**config.mk**
```make
export PLATFORM = sky130hd
export DESIGN_NAME = pipelined_control_unit
export DESIGN_NICKNAME = d
export VERILOG_FILES = /design/src/rtl/cu_pkg.sv /design/src/rtl/cu_decoder.sv /design/src/rtl/pipelined_control_unit.sv
export SDC_FILE = /design/constraint.sdc
export NUM_CORES = 1
export LEC_CHECK = 0
export CORE_MARGIN = 4
export CORE_UTILIZATION = 45
export DETAILED_ROUTE_END_ITERATION = 10
export PLACE_DENSITY = 0.76
export REMOVE_ABC_BUFFERS = 1
export SETUP_SLACK_MARGIN = 0.05
export SLEW_MARGIN = 30
export SYNTH_ARGS = -nofsm -noshare
export SYNTH_HDL_FRONTEND = slang
export SYNTH_SLANG_ARGS = --single-unit
```
**constraint.sdc**
```tcl
create_clock -name clk -period 4.5 [get_ports clk]
set_input_delay 1.35 -clock clk [delete_from_list [all_inputs] [get_ports clk]]
set_output_delay 1.35 -clock clk [all_outputs]
set_load 0.02 [all_outputs]
```
**src/rtl/cu_pkg.sv**
```systemverilog
// Shared encodings and stage control bundle for the pipelined control unit.
package cu_pkg;

    // Supported major opcodes
    localparam logic [6:0] OP_R      = 7'b0110011;
    localparam logic [6:0] OP_I      = 7'b0010011;
    localparam logic [6:0] OP_LOAD   = 7'b0000011;
    localparam logic [6:0] OP_STORE  = 7'b0100011;
    localparam logic [6:0] OP_BRANCH = 7'b1100011;
    localparam logic [6:0] OP_JAL    = 7'b1101111;
    localparam logic [6:0] OP_JALR   = 7'b1100111;
    localparam logic [6:0] OP_LUI    = 7'b0110111;

    // ALU operations
    localparam logic [3:0] ALU_ADD   = 4'd0;
    localparam logic [3:0] ALU_SUB   = 4'd1;
    localparam logic [3:0] ALU_AND   = 4'd2;
    localparam logic [3:0] ALU_OR    = 4'd3;
    localparam logic [3:0] ALU_XOR   = 4'd4;
    localparam logic [3:0] ALU_SLL   = 4'd5;
    localparam logic [3:0] ALU_SRL   = 4'd6;
    localparam logic [3:0] ALU_SRA   = 4'd7;
    localparam logic [3:0] ALU_SLT   = 4'd8;
    localparam logic [3:0] ALU_SLTU  = 4'd9;
    localparam logic [3:0] ALU_PASSB = 4'd10;

    // Immediate formats
    localparam logic [2:0] IMM_I = 3'd0;
    localparam logic [2:0] IMM_S = 3'd1;
    localparam logic [2:0] IMM_B = 3'd2;
    localparam logic [2:0] IMM_J = 3'd3;
    localparam logic [2:0] IMM_U = 3'd4;

    // Writeback source
    localparam logic [1:0] RES_ALU = 2'b00;
    localparam logic [1:0] RES_MEM = 2'b01;
    localparam logic [1:0] RES_PC4 = 2'b10;

    // PC source
    localparam logic [1:0] PC_PLUS4  = 2'b00;
    localparam logic [1:0] PC_BRANCH = 2'b01;
    localparam logic [1:0] PC_JALR   = 2'b10;

    // Operand forwarding source
    localparam logic [1:0] FWD_RF  = 2'b00;
    localparam logic [1:0] FWD_WB  = 2'b01;
    localparam logic [1:0] FWD_MEM = 2'b10;

    typedef struct packed {
        logic       reg_write;
        logic [1:0] result_src;
        logic       mem_write;
        logic       mem_read;
        logic       byte_op;
        logic       branch;
        logic       branch_ne;
        logic       jal;
        logic       jalr;
        logic       alu_src;
    } stage_ctrl_t;

    localparam stage_ctrl_t CTRL_BUBBLE = '0;

    // funct3/funct7[5] to ALU op; only R-type uses bit 30 to pick sub
    function automatic logic [3:0] alu_decode(logic [2:0] funct3, logic alt, logic is_r);
        logic [3:0] op;
        case (funct3)
            3'b000:  op = (is_r && alt) ? ALU_SUB : ALU_ADD;
            3'b001:  op = ALU_SLL;
            3'b010:  op = ALU_SLT;
            3'b011:  op = ALU_SLTU;
            3'b100:  op = ALU_XOR;
            3'b101:  op = alt ? ALU_SRA : ALU_SRL;
            3'b110:  op = ALU_OR;
            default: op = ALU_AND;
        endcase
        return op;
    endfunction

endpackage

```
**src/rtl/cu_decoder.sv**
```systemverilog
// Combinational ID-stage decoder: controls, immediate format, register fields, legality.
module cu_decoder
    import cu_pkg::*;
#(
    parameter int unsigned INSTR_WIDTH    = 32,
    parameter int unsigned REG_ADDR_WIDTH = 5,
    parameter int unsigned ALU_CTRL_WIDTH = 4
) (
    input  logic [INSTR_WIDTH-1:0]    instr,
    input  logic                      instr_valid,
    output stage_ctrl_t               ctrl,
    output logic [ALU_CTRL_WIDTH-1:0] alu_ctrl,
    output logic [2:0]                imm_src,
    output logic [REG_ADDR_WIDTH-1:0] rs1,
    output logic [REG_ADDR_WIDTH-1:0] rs2,
    output logic [REG_ADDR_WIDTH-1:0] rd,
    output logic                      rs1_used,
    output logic                      rs2_used,
    output logic                      illegal
);

    logic [6:0] opcode;
    logic [2:0] funct3;
    logic       alt;
    logic       legal;
    logic [3:0] alu_op;
    logic       unused_instr;

    assign opcode = instr[6:0];
    assign funct3 = instr[14:12];
    assign alt    = instr[30];
    assign rs1    = REG_ADDR_WIDTH'(instr[19:15]);
    assign rs2    = REG_ADDR_WIDTH'(instr[24:20]);
    assign rd     = REG_ADDR_WIDTH'(instr[11:7]);
    assign unused_instr = ^{instr[INSTR_WIDTH-1:31], instr[29:25]};

    // Opcode decode; invalid or unsupported instructions decode to a bubble
    always_comb begin
        ctrl     = CTRL_BUBBLE;
        alu_op   = ALU_ADD;
        imm_src  = IMM_I;
        rs1_used = 1'b0;
        rs2_used = 1'b0;
        legal    = 1'b1;
        case (opcode)
            OP_R: begin
                ctrl.reg_write = 1'b1;
                rs1_used       = 1'b1;
                rs2_used       = 1'b1;
                alu_op         = alu_decode(funct3, alt, 1'b1);
            end
            OP_I: begin
                ctrl.reg_write = 1'b1;
                ctrl.alu_src   = 1'b1;
                rs1_used       = 1'b1;
                alu_op         = alu_decode(funct3, alt, 1'b0);
            end
            OP_LOAD: begin
                ctrl.reg_write  = 1'b1;
                ctrl.result_src = RES_MEM;
                ctrl.mem_read   = 1'b1;
                ctrl.byte_op    = (funct3 == 3'b100);
                ctrl.alu_src    = 1'b1;
                rs1_used        = 1'b1;
            end
            OP_STORE: begin
                ctrl.mem_write = 1'b1;
                ctrl.byte_op   = (funct3 == 3'b000);
                ctrl.alu_src   = 1'b1;
                imm_src        = IMM_S;
                rs1_used       = 1'b1;
                rs2_used       = 1'b1;
            end
            OP_BRANCH: begin
                ctrl.branch    = 1'b1;
                ctrl.branch_ne = funct3[0];
                alu_op         = ALU_SUB;
                imm_src        = IMM_B;
                rs1_used       = 1'b1;
                rs2_used       = 1'b1;
            end
            OP_JAL: begin
                ctrl.reg_write  = 1'b1;
                ctrl.result_src = RES_PC4;
                ctrl.jal        = 1'b1;
                imm_src         = IMM_J;
            end
            OP_JALR: begin
                ctrl.reg_write  = 1'b1;
                ctrl.result_src = RES_PC4;
                ctrl.jalr       = 1'b1;
                ctrl.alu_src    = 1'b1;
                rs1_used        = 1'b1;
            end
            OP_LUI: begin
                ctrl.reg_write = 1'b1;
                ctrl.alu_src   = 1'b1;
                alu_op         = ALU_PASSB;
                imm_src        = IMM_U;
            end
            default: legal = 1'b0;
        endcase
        if (!instr_valid || !legal) begin
            ctrl     = CTRL_BUBBLE;
            alu_op   = ALU_ADD;
            rs1_used = 1'b0;
            rs2_used = 1'b0;
        end
    end

    assign illegal  = instr_valid & ~legal;
    assign alu_ctrl = ALU_CTRL_WIDTH'(alu_op);

endmodule

```
**src/rtl/pipelined_control_unit.sv**
```systemverilog
// Pipelined control unit: ID decode, ID/EX -> EX/MEM -> MEM/WB control registers,
// branch resolution in EX, hazard stalls/flushes and operand forwarding.
module pipelined_control_unit
    import cu_pkg::*;
#(
    parameter int unsigned INSTR_WIDTH    = 32,
    parameter int unsigned REG_ADDR_WIDTH = 5,
    parameter int unsigned ALU_CTRL_WIDTH = 4,
    parameter bit          FORWARDING     = 1'b1
) (
    input  logic                      clk,
    input  logic                      rst_n,
    input  logic [INSTR_WIDTH-1:0]    instr_id_i,
    input  logic                      instr_valid_i,
    input  logic                      zero_ex_i,
    output logic [2:0]                ImmSrc_id_o,
    output logic [ALU_CTRL_WIDTH-1:0] ALUControl_ex_o,
    output logic                      ALUSrc_ex_o,
    output logic [1:0]                ForwardA_ex_o,
    output logic [1:0]                ForwardB_ex_o,
    output logic [1:0]                PCSrc_ex_o,
    output logic                      MemWrite_mem_o,
    output logic                      ByteOp_mem_o,
    output logic                      RegWrite_wb_o,
    output logic [1:0]                ResultSrc_wb_o,
    output logic [REG_ADDR_WIDTH-1:0] rd_wb_o,
    output logic                      stall_if_o,
    output logic                      stall_id_o,
    output logic                      flush_id_o,
    output logic                      flush_ex_o,
    output logic                      illegal_id_o
);

    typedef logic [REG_ADDR_WIDTH-1:0] reg_addr_t;

    // ID stage
    stage_ctrl_t               ctrl_id;
    logic [ALU_CTRL_WIDTH-1:0] alu_ctrl_id;
    reg_addr_t                 rs1_id, rs2_id, rd_id;
    logic                      rs1_used_id, rs2_used_id;

    // EX stage
    stage_ctrl_t               ctrl_ex;
    logic [ALU_CTRL_WIDTH-1:0] alu_ctrl_ex;
    reg_addr_t                 rs1_ex, rs2_ex, rd_ex;

    // MEM stage
    logic                      reg_write_mem, mem_write_mem, byte_op_mem;
    logic [1:0]                result_src_mem;
    reg_addr_t                 rd_mem;

    // WB stage
    logic                      reg_write_wb;
    logic [1:0]                result_src_wb;
    reg_addr_t                 rd_wb;

    logic                      taken, load_use, raw_ex, raw_mem, hazard, bubble_id;
    logic [1:0]                pc_src, fwd_a, fwd_b;

    cu_decoder #(
        .INSTR_WIDTH    (INSTR_WIDTH),
        .REG_ADDR_WIDTH (REG_ADDR_WIDTH),
        .ALU_CTRL_WIDTH (ALU_CTRL_WIDTH)
    ) u_decoder (
        .instr       (instr_id_i),
        .instr_valid (instr_valid_i),
        .ctrl        (ctrl_id),
        .alu_ctrl    (alu_ctrl_id),
        .imm_src     (ImmSrc_id_o),
        .rs1         (rs1_id),
        .rs2         (rs2_id),
        .rd          (rd_id),
        .rs1_used    (rs1_used_id),
        .rs2_used    (rs2_used_id),
        .illegal     (illegal_id_o)
    );

    // A used source register depends on a writer; x0 never matches
    function automatic logic rs_hit(reg_addr_t rs, logic used, reg_addr_t rd);
        return used && (rd != '0) && (rs == rd);
    endfunction

    // Branch resolution and hazard detection
    always_comb begin
        taken = (ctrl_ex.branch & (zero_ex_i ^ ctrl_ex.branch_ne)) | ctrl_ex.jal | ctrl_ex.jalr;
        if (ctrl_ex.jalr) begin
            pc_src = PC_JALR;
        end else if (taken) begin
            pc_src = PC_BRANCH;
        end else begin
            pc_src = PC_PLUS4;
        end
        load_use = ctrl_ex.mem_read &
                   (rs_hit(rs1_id, rs1_used_id, rd_ex) | rs_hit(rs2_id, rs2_used_id, rd_ex));
        raw_ex   = ctrl_ex.reg_write &
                   (rs_hit(rs1_id, rs1_used_id, rd_ex) | rs_hit(rs2_id, rs2_used_id, rd_ex));
        raw_mem  = reg_write_mem &
                   (rs_hit(rs1_id, rs1_used_id, rd_mem) | rs_hit(rs2_id, rs2_used_id, rd_mem));
        // Without forwarding the register file's write-through covers only WB
        hazard    = FORWARDING ? load_use : (raw_ex | raw_mem);
        bubble_id = ~instr_valid_i | illegal_id_o | taken | hazard;
    end

    // Forwarding select: MEM result has priority over the older WB result
    always_comb begin
        fwd_a = FWD_RF;
        fwd_b = FWD_RF;
        if (FORWARDING) begin
            if (reg_write_mem && rd_mem != '0 && rd_mem == rs1_ex) begin
                fwd_a = FWD_MEM;
            end else if (reg_write_wb && rd_wb != '0 && rd_wb == rs1_ex) begin
                fwd_a = FWD_WB;
            end
            if (reg_write_mem && rd_mem != '0 && rd_mem == rs2_ex) begin
                fwd_b = FWD_MEM;
            end else if (reg_write_wb && rd_wb != '0 && rd_wb == rs2_ex) begin
                fwd_b = FWD_WB;
            end
        end
    end

    // Pipeline registers; stalls, flushes and invalid slots inject a bubble into EX
    always_ff @(posedge clk or negedge rst_n) begin
        if (!rst_n) begin
            ctrl_ex        <= CTRL_BUBBLE;
            alu_ctrl_ex    <= '0;
            rs1_ex         <= '0;
            rs2_ex         <= '0;
            rd_ex          <= '0;
            reg_write_mem  <= 1'b0;
            mem_write_mem  <= 1'b0;
            byte_op_mem    <= 1'b0;
            result_src_mem <= RES_ALU;
            rd_mem         <= '0;
            reg_write_wb   <= 1'b0;
            result_src_wb  <= RES_ALU;
            rd_wb          <= '0;
        end else begin
            if (bubble_id) begin
                ctrl_ex     <= CTRL_BUBBLE;
                alu_ctrl_ex <= '0;
                rs1_ex      <= '0;
                rs2_ex      <= '0;
                rd_ex       <= '0;
            end else begin
                ctrl_ex     <= ctrl_id;
                alu_ctrl_ex <= alu_ctrl_id;
                // Unused fields are zeroed so immediate bits never look like a dependency
                rs1_ex      <= rs1_used_id ? rs1_id : '0;
                rs2_ex      <= rs2_used_id ? rs2_id : '0;
                rd_ex       <= ctrl_id.reg_write ? rd_id : '0;
            end
            reg_write_mem  <= ctrl_ex.reg_write;
            mem_write_mem  <= ctrl_ex.mem_write;
            byte_op_mem    <= ctrl_ex.byte_op;
            result_src_mem <= ctrl_ex.result_src;
            rd_mem         <= rd_ex;
            reg_write_wb   <= reg_write_mem;
            result_src_wb  <= result_src_mem;
            rd_wb          <= rd_mem;
        end
    end

    assign ALUControl_ex_o = alu_ctrl_ex;
    assign ALUSrc_ex_o     = ctrl_ex.alu_src;
    assign ForwardA_ex_o   = fwd_a;
    assign ForwardB_ex_o   = fwd_b;
    assign PCSrc_ex_o      = pc_src;
    assign MemWrite_mem_o  = mem_write_mem;
    assign ByteOp_mem_o    = byte_op_mem;
    assign RegWrite_wb_o   = reg_write_wb;
    assign ResultSrc_wb_o  = result_src_wb;
    assign rd_wb_o         = rd_wb;
    assign stall_if_o      = hazard & ~taken;
    assign stall_id_o      = hazard & ~taken;
    assign flush_id_o      = taken;
    assign flush_ex_o      = taken;

endmodule
```
==> flow_summary.json, run 1 <==
{
  "synth-edff-count": 0,
  "utilization": 0.666,
  "drv_slew": 0,
  "rsz0062_at_grt": "no",
  "clk_path_buf_depth": 2,
  "start_util": 0.471,
  "clk_latency_ns": 0.29,
  "routed-via-count": 1797,
  "arrival_ns": 2.99,
  "fp.dieW_um": 79.0,
  "netlist_area_um2": 2270,
  "critPathMaxFanout": 2,
  "cts_tree": "yes",
  "fin_crit_sh": 0.964,
  "grt_max_degree": 49,
  "io_pins": 65,
  "max_slew_margin": 0.571,
  "dr.pass1.iters": 4,
  "criticalPathCategory": "input port to output port",
  "cellLeakagePower_uw": 0.00153,
  "antenna_found_initial": 0,
  "seq_power_share": 0.574,
  "htree_levels": 2,
  "place.gp.congestion": 0.926,
  "wl_mm": 5.04,
  "syn_to_final_growth_pct": 41.5,
  "cts_buffers": 5,
  "hpwl_mm": 3.85,
  "seq_area_frac_synth": 0.529,
  "grt_pass1_vias": 1848,
  "switching_share": 0.226,
  "clock_sinks": 48,
  "die-area_um2": 6240,
  "vdd_drop_max_mv": 0.133,
  "grtUsageTotal": 0.170,
  "cpPeakStageDelay_ns": 0.44,
  "drive_gt1_frac": 0.196,
  "std_cell_rows": 25,
  "clock-skew-final_ns": 0.00238,
  "pwr-share-clk": 0.310,
  "holdBufCountCts": 0,
  "place_inst": 351,
  "path_clk_slew_ns": 0.08,
  "setup_violations": 0,
  "ant_nets": 0,
  "crit_required_ns": 3.15,
  "synth_top_area_share": 0.529,
  "fp.coreArea_um2": 4820,
  "async_flop_share": 1.00,
  "holdCritPathClass": "register to register",
  "final_nets": 327,
  "synthCells": 207,
  "die_h_um": 79.0,
  "worstMarginPinSlew_ns": 0.643,
  "power_switching_uw": 170,
  "synth_warnings": 0,
  "critPathSlowestCell": "clkdlybuf4s50_1",
  "drv_cap": 0,
  "min_period_ns": 4.34,
  "crit_path_end_kind": "output port",
  "drt_iter0_drc": 81,
  "synth_top_area_cell": "dfrtp_1",
  "timing.fmax_mhz": 230,
  "synthFlopType": "dfrtp_1",
  "power.density_nw_per_um2": 234,
  "overflow": 0,
  "post_cts.repair.setup_buffers": 0,
  "intPower_uw": 581,
  "portBuffers": 58,
  "antenna_cells": 0,
  "fill_cells": 406,
  "root_buffer": "clkbuf_8",
  "path_cells": "clkdlybuf4s50_1, xor2_1, nor3_1, nand4_1, a211oi_4, buf_6",
  "netlist-cell-type-count": 38,
  "outcome": "complete, no violations",
  "grt_pass1_wl_mm": 8.27,
  "drcViolationCount": 0,
  "syn_avg_cell_area_um2": 11.0,
  "yosys-top-cells-area": "dfrtp_1, xor2_1, nor3_1",
  "ys_ff_latch": 48,
  "finalNonFillerCells": 358,
  "avgViaCountPerCell": 5.02,
  "hold_viol_final": 0,
  "critPathLaunchType": "input port",
  "p_comb_frac": 0.116,
  "wl_per_cell_um": 14.1
}
logic make-up (layout without fill, tap and decap cells):
logic type | after synthesis | in the layout | synth area share
AOI/OAI and AO/OA | 19 | 19 | 0.0689
xor gates and xnor gates | 32 | 32 | 0.123
buffers and inverters | 16 | 100 | 0.0430
DFF | 48 | 48 | 0.529
and+or+nand+nor | 92 | 92 | 0.235
timing repair:
action / 4_1_cts / 5_1_grt
resized for setup: 19 / 16
pin swaps: 2 / 9
endpoints found under the hold margin: 0 / 0
gates cloned: 0 / 0
endpoints found under the setup margin: 6 / 3
metrics by stage:
| stage | total power (uW) | hold WS [ns] | instance area [um^2] | setup TNS (ns) | setup slack, ns |
|---|---|---|---|---|---|
| after floorplan | 465 | 0.331 | 2190 | -0.859 | -0.429 |
| after global placement | 527 | 0.331 | 3090 | -1.41 | -0.623 |
| after detailed placement | 528 | 0.339 | 3090 | -1.48 | -0.649 |
| after CTS | 758 | 0.356 | 3160 | 0 | 0.00623 |
| after global routing | 785 | 0.357 | 3210 | 0 | 0.0887 |
| final | 751 | 0.354 | 3210 | 0 | 0.160 |
state kept, by name, indices dropped and copies added (netlist names), 2 cells and up:
name and flops:
rd_mem 5, rd_wb_o 5, ResultSrc_wb_o 2, rs2_ex 5
rd_ex 5, rs1_ex 5, ctrl_ex 10, result_src_mem 2
ALUControl_ex_o 4
worst max-delay path, delay by kind of cell:
| family | cells | cell delay (ns) |
|---|---|---|
| AO/OA/AOI/OAI | 1 | 0.35 |
| XOR/XNOR | 1 | 0.15 |
| buffers and inverters | 2 | 0.60 |
| AND/OR/NAND/NOR | 2 | 0.53 |
synthesized netlist by cell type, types with 3 or more instances:
cell type	instances
nand2_1	20
a21oi_1	6
nor2_1	9
or4_1	6
nand2b_1	3
nor4_1	13
buf_2	3
xor2_1	21
o21ai_0	5
dfrtp_1	48
buf_4	5
nor3_1	21
xnor2_1	11
inv_1	5
routing by layer:
layer,vias up,GRT usage,share of wire
met1,846,0.201,0.41
li1,885,-,-
met4,0,0.0653,0.019
met3,11,0.0408,0.048
met5,-,0,0
met2,55,0.296,0.53
final timing paths:
| check | slack (ns) | from | cells past startpoint | end |
|---|---|---|---|---|
| max | 0.16 | instr_id_i[18] | 6 | stall_id_o |
| min in group asynchronous | 1.05 | rst_n | 1 | RegWrite_wb_o |
| min | 0.35 | result_src_mem[0] | 0 | ResultSrc_wb_o[0] |
| min reg2reg | 0.35 | result_src_mem[0] | 0 | ResultSrc_wb_o[0] |
| max in group asynchronous | 3.06 | rst_n | 1 | ResultSrc_wb_o[0] |
| max reg2reg | 2.26 | rd_ex[1] | 5 | ALUControl_ex_o[3] |
area by class of cell:
class | count | area [um^2] | area share
flip-flops and latches | 48 | 1200 | 0.374
multi-input cells | 143 | 1010 | 0.316
repair buffers | 88 | 816 | 0.254
well taps | 67 | 83.8 | 0.0261
clock buffers | 6 | 72.6 | 0.0226
inverters | 5 | 18.8 | 0.00585
clock inverters | 1 | 5.00 | 0.00156
placed cells by master (no fill, tap or decap), types with 3 or more instances in the layout:
| cell type | Yosys | routed |
|---|---|---|
| dfrtp_1 | 48 | 48 |
| clkdlybuf4s50_1 | 0 | 44 |
| buf_4 | 5 | 30 |
| xor2_1 | 21 | 21 |
| nand2_1 | 20 | 20 |
| nor3_1 | 21 | 20 |
| nor4_1 | 13 | 13 |
| xnor2_1 | 11 | 11 |
| nor2_1 | 9 | 8 |
| or4_1 | 6 | 6 |
| dlygate4sd2_1 | 0 | 6 |
| inv_1 | 5 | 5 |
| o21ai_0 | 5 | 5 |
| clkbuf_8 | 0 | 5 |
| dlymetal6s2s_1 | 0 | 4 |
| nand2b_1 | 3 | 3 |
| a21oi_2 | 0 | 3 |
| a21oi_1 | 6 | 3 |
power by group through the flow:
stage          logic, uW  registers (uW)  clock network [uW]
2_1_floorplan       24.7             440                   0
3_3_place_gp        86.9             440                   0
3_5_place_dp        88.2             440                   0
4_1_cts             86.7             431                 240
5_1_grt             94.9             432                 258
6_report            87.3             431                 233
Power figures use the tool's default switching activity.
==> run 2: changes to the inputs <==
Settings changed: CTS_CLUSTER_DIAMETER set to 30.
==> results of run 2 <==
No change in the layout: final DEF, timing and power equal those of run 1.
==> run 3: changes to the inputs <==
Settings changed: CORE_UTILIZATION 45 to 35, PLACE_DENSITY 0.76 to not set.
==> run 3 against run 2 <==
Net effect: count of clock-buffer cells in the layout unchanged; non-clock buffer count grew 3; hold slack improved by 0.0013 ns; wire length rose by 5.2%; sequential cell count is the same; clock power rose by 10%; power increased by 3.2%; critical path depth is 2 higher.
==> flow_summary.json, run 3 (synthesis gave the netlist of run 1 again) <==
{
  "power.density_nw_per_um2": 239,
  "cts_tree": "yes",
  "drcViolationCount": 0,
  "fill_cells": 608,
  "drv_cap": 0,
  "max_slew_margin": 0.599,
  "worstMarginPinSlew_ns": 0.602,
  "setup_violations": 0,
  "drv_slew": 0,
  "fin_crit_sh": 0.964,
  "overflow": 0,
  "wl_mm": 5.30,
  "regMostFlops": "ctrl_ex",
  "fp.coreArea_um2": 6310,
  "place.gp.congestion": 0.866,
  "grtUsageTotal": 0.147,
  "routed-via-count": 1794,
  "die-area_um2": 7840,
  "std_cell_rows": 29,
  "timing.fmax_mhz": 230,
  "vdd_drop_max_mv": 0.108,
  "outcome": "complete, no violations",
  "largest_register_ffs": 10,
  "setup_tns_ns": 0,
  "rsz0062_at_grt": "no",
  "finalNonFillerCells": 371,
  "die_h_um": 88.5,
  "clock-skew-final_ns": 0.00795,
  "arrival_ns": 2.99,
  "clock_sinks": 48,
  "root_buffer": "clkbuf_8",
  "grt_pass1_vias": 1870,
  "hold_viol_final": 0,
  "criticalPathCategory": "input port to output port",
  "final_common_cell": "dfrtp_1",
  "ant_nets": 0,
  "dr.pass1.iters": 4,
  "holdBufCountCts": 0,
  "io_pins": 65,
  "crit_required_ns": 3.15,
  "min_period_ns": 4.34,
  "crit_path_end_kind": "output port",
  "drt_iter0_drc": 99,
  "start_util": 0.359,
  "fp.dieW_um": 88.5,
  "grt_pass1_wl_mm": 8.85,
  "critPathLaunchType": "input port",
  "antenna_cells": 0,
  "drive_gt1_frac": 0.207,
  "antenna_found_initial": 0,
  "syn_to_final_growth_pct": 43.1,
  "htree_levels": 2,
  "critPathMaxFanout": 7,
  "avgViaCountPerCell": 4.84,
  "final_nets": 330,
  "cts_buffers": 5,
  "clk_path_buf_depth": 2,
  "path_clk_slew_ns": 0.08,
  "clk_latency_ns": 0.29,
  "hpwl_mm": 4.08,
  "portBuffers": 58,
  "final_cell_mix": "dfrtp_1, clkdlybuf4s50_1, buf_4",
  "place_inst": 361,
  "holdCritPathClass": "register to register",
  "grt_max_degree": 49,
  "cellLeakagePower_uw": 0.00154,
  "wl_per_cell_um": 14.3
}
==> run 3: critical path: stages <==
cell,delay (ns)
clkdlybuf4s15_1,0.35
nand2_2,0.13
nor3_4,0.20
a211o_1,0.14
or3b_4,0.39
a211oi_2,0.17
buf_4,0.15
buf_6,0.11
==> run 3: layout make-up <==
class	instances	area (um^2)	share of cell area
clock inverters	1	8.76	0.00270
well taps	77	96.3	0.0297
repair buffers	91	827	0.255
inverters	5	18.8	0.00578
flip-flops and latches	48	1200	0.370
multi-input cells	143	1010	0.312
clock buffers	6	82.6	0.0254
==> run 3: per-layer routing <==
layer / vias up / wire [um] / track usage
li1: 897 / - / -
met1: 837 / 2230 / 0.180
met2: 52 / 2680 / 0.255
met3: 8 / 314 / 0.0363
met4: 0 / 82 / 0.0440
met5: - / 0 / 0
==> run 3: where the power goes <==
group | total, uW | switching [uW] | internal [uW]
Clock | 257 | 134 | 123
Combinational | 87.5 | 43.0 | 44.5
Sequential | 431 | 0.242 | 431
==> run 3: timing repair <==
action                     in CTS  in global routing
setup endpoints to repair       6                  3
hold endpoints to repair        0                  0
cloned                          0                  0
gates resized for setup        26                  7
pin swaps                       7                  5
buffers inserted                2                  1
==> run 3: per-stage QoR <==
stage          total power, uW  hold slack (ns)  area, um^2  utilization  worst slack (ns)
4_1_cts                    787            0.356        3210        0.509           0.00638
2_1_floorplan              465            0.331        2190            -            -0.429
3_3_place_gp               527            0.334        3090        0.490            -0.735
3_5_place_dp               528            0.335        3090        0.490            -0.718
6_report                   775            0.356        3250        0.514             0.161
5_1_grt                    811            0.362        3250        0.514            0.0592
==> run 3: final timing paths <==
kind                                    from                 to  slack, ns  depth (start not counted)
setup / recovery               instr_id_i[5]         stall_if_o       0.16                          8
hold / removal             result_src_mem[1]  ResultSrc_wb_o[1]       0.36                          0
setup reg to reg                    rd_ex[1]         ctrl_ex[5]       2.47                          5
hold reg to reg            result_src_mem[1]  ResultSrc_wb_o[1]       0.36                          0
max in group asynchronous              rst_n           rd_ex[1]       3.03                          1
min in group asynchronous              rst_n         rd_wb_o[0]       1.06                          1
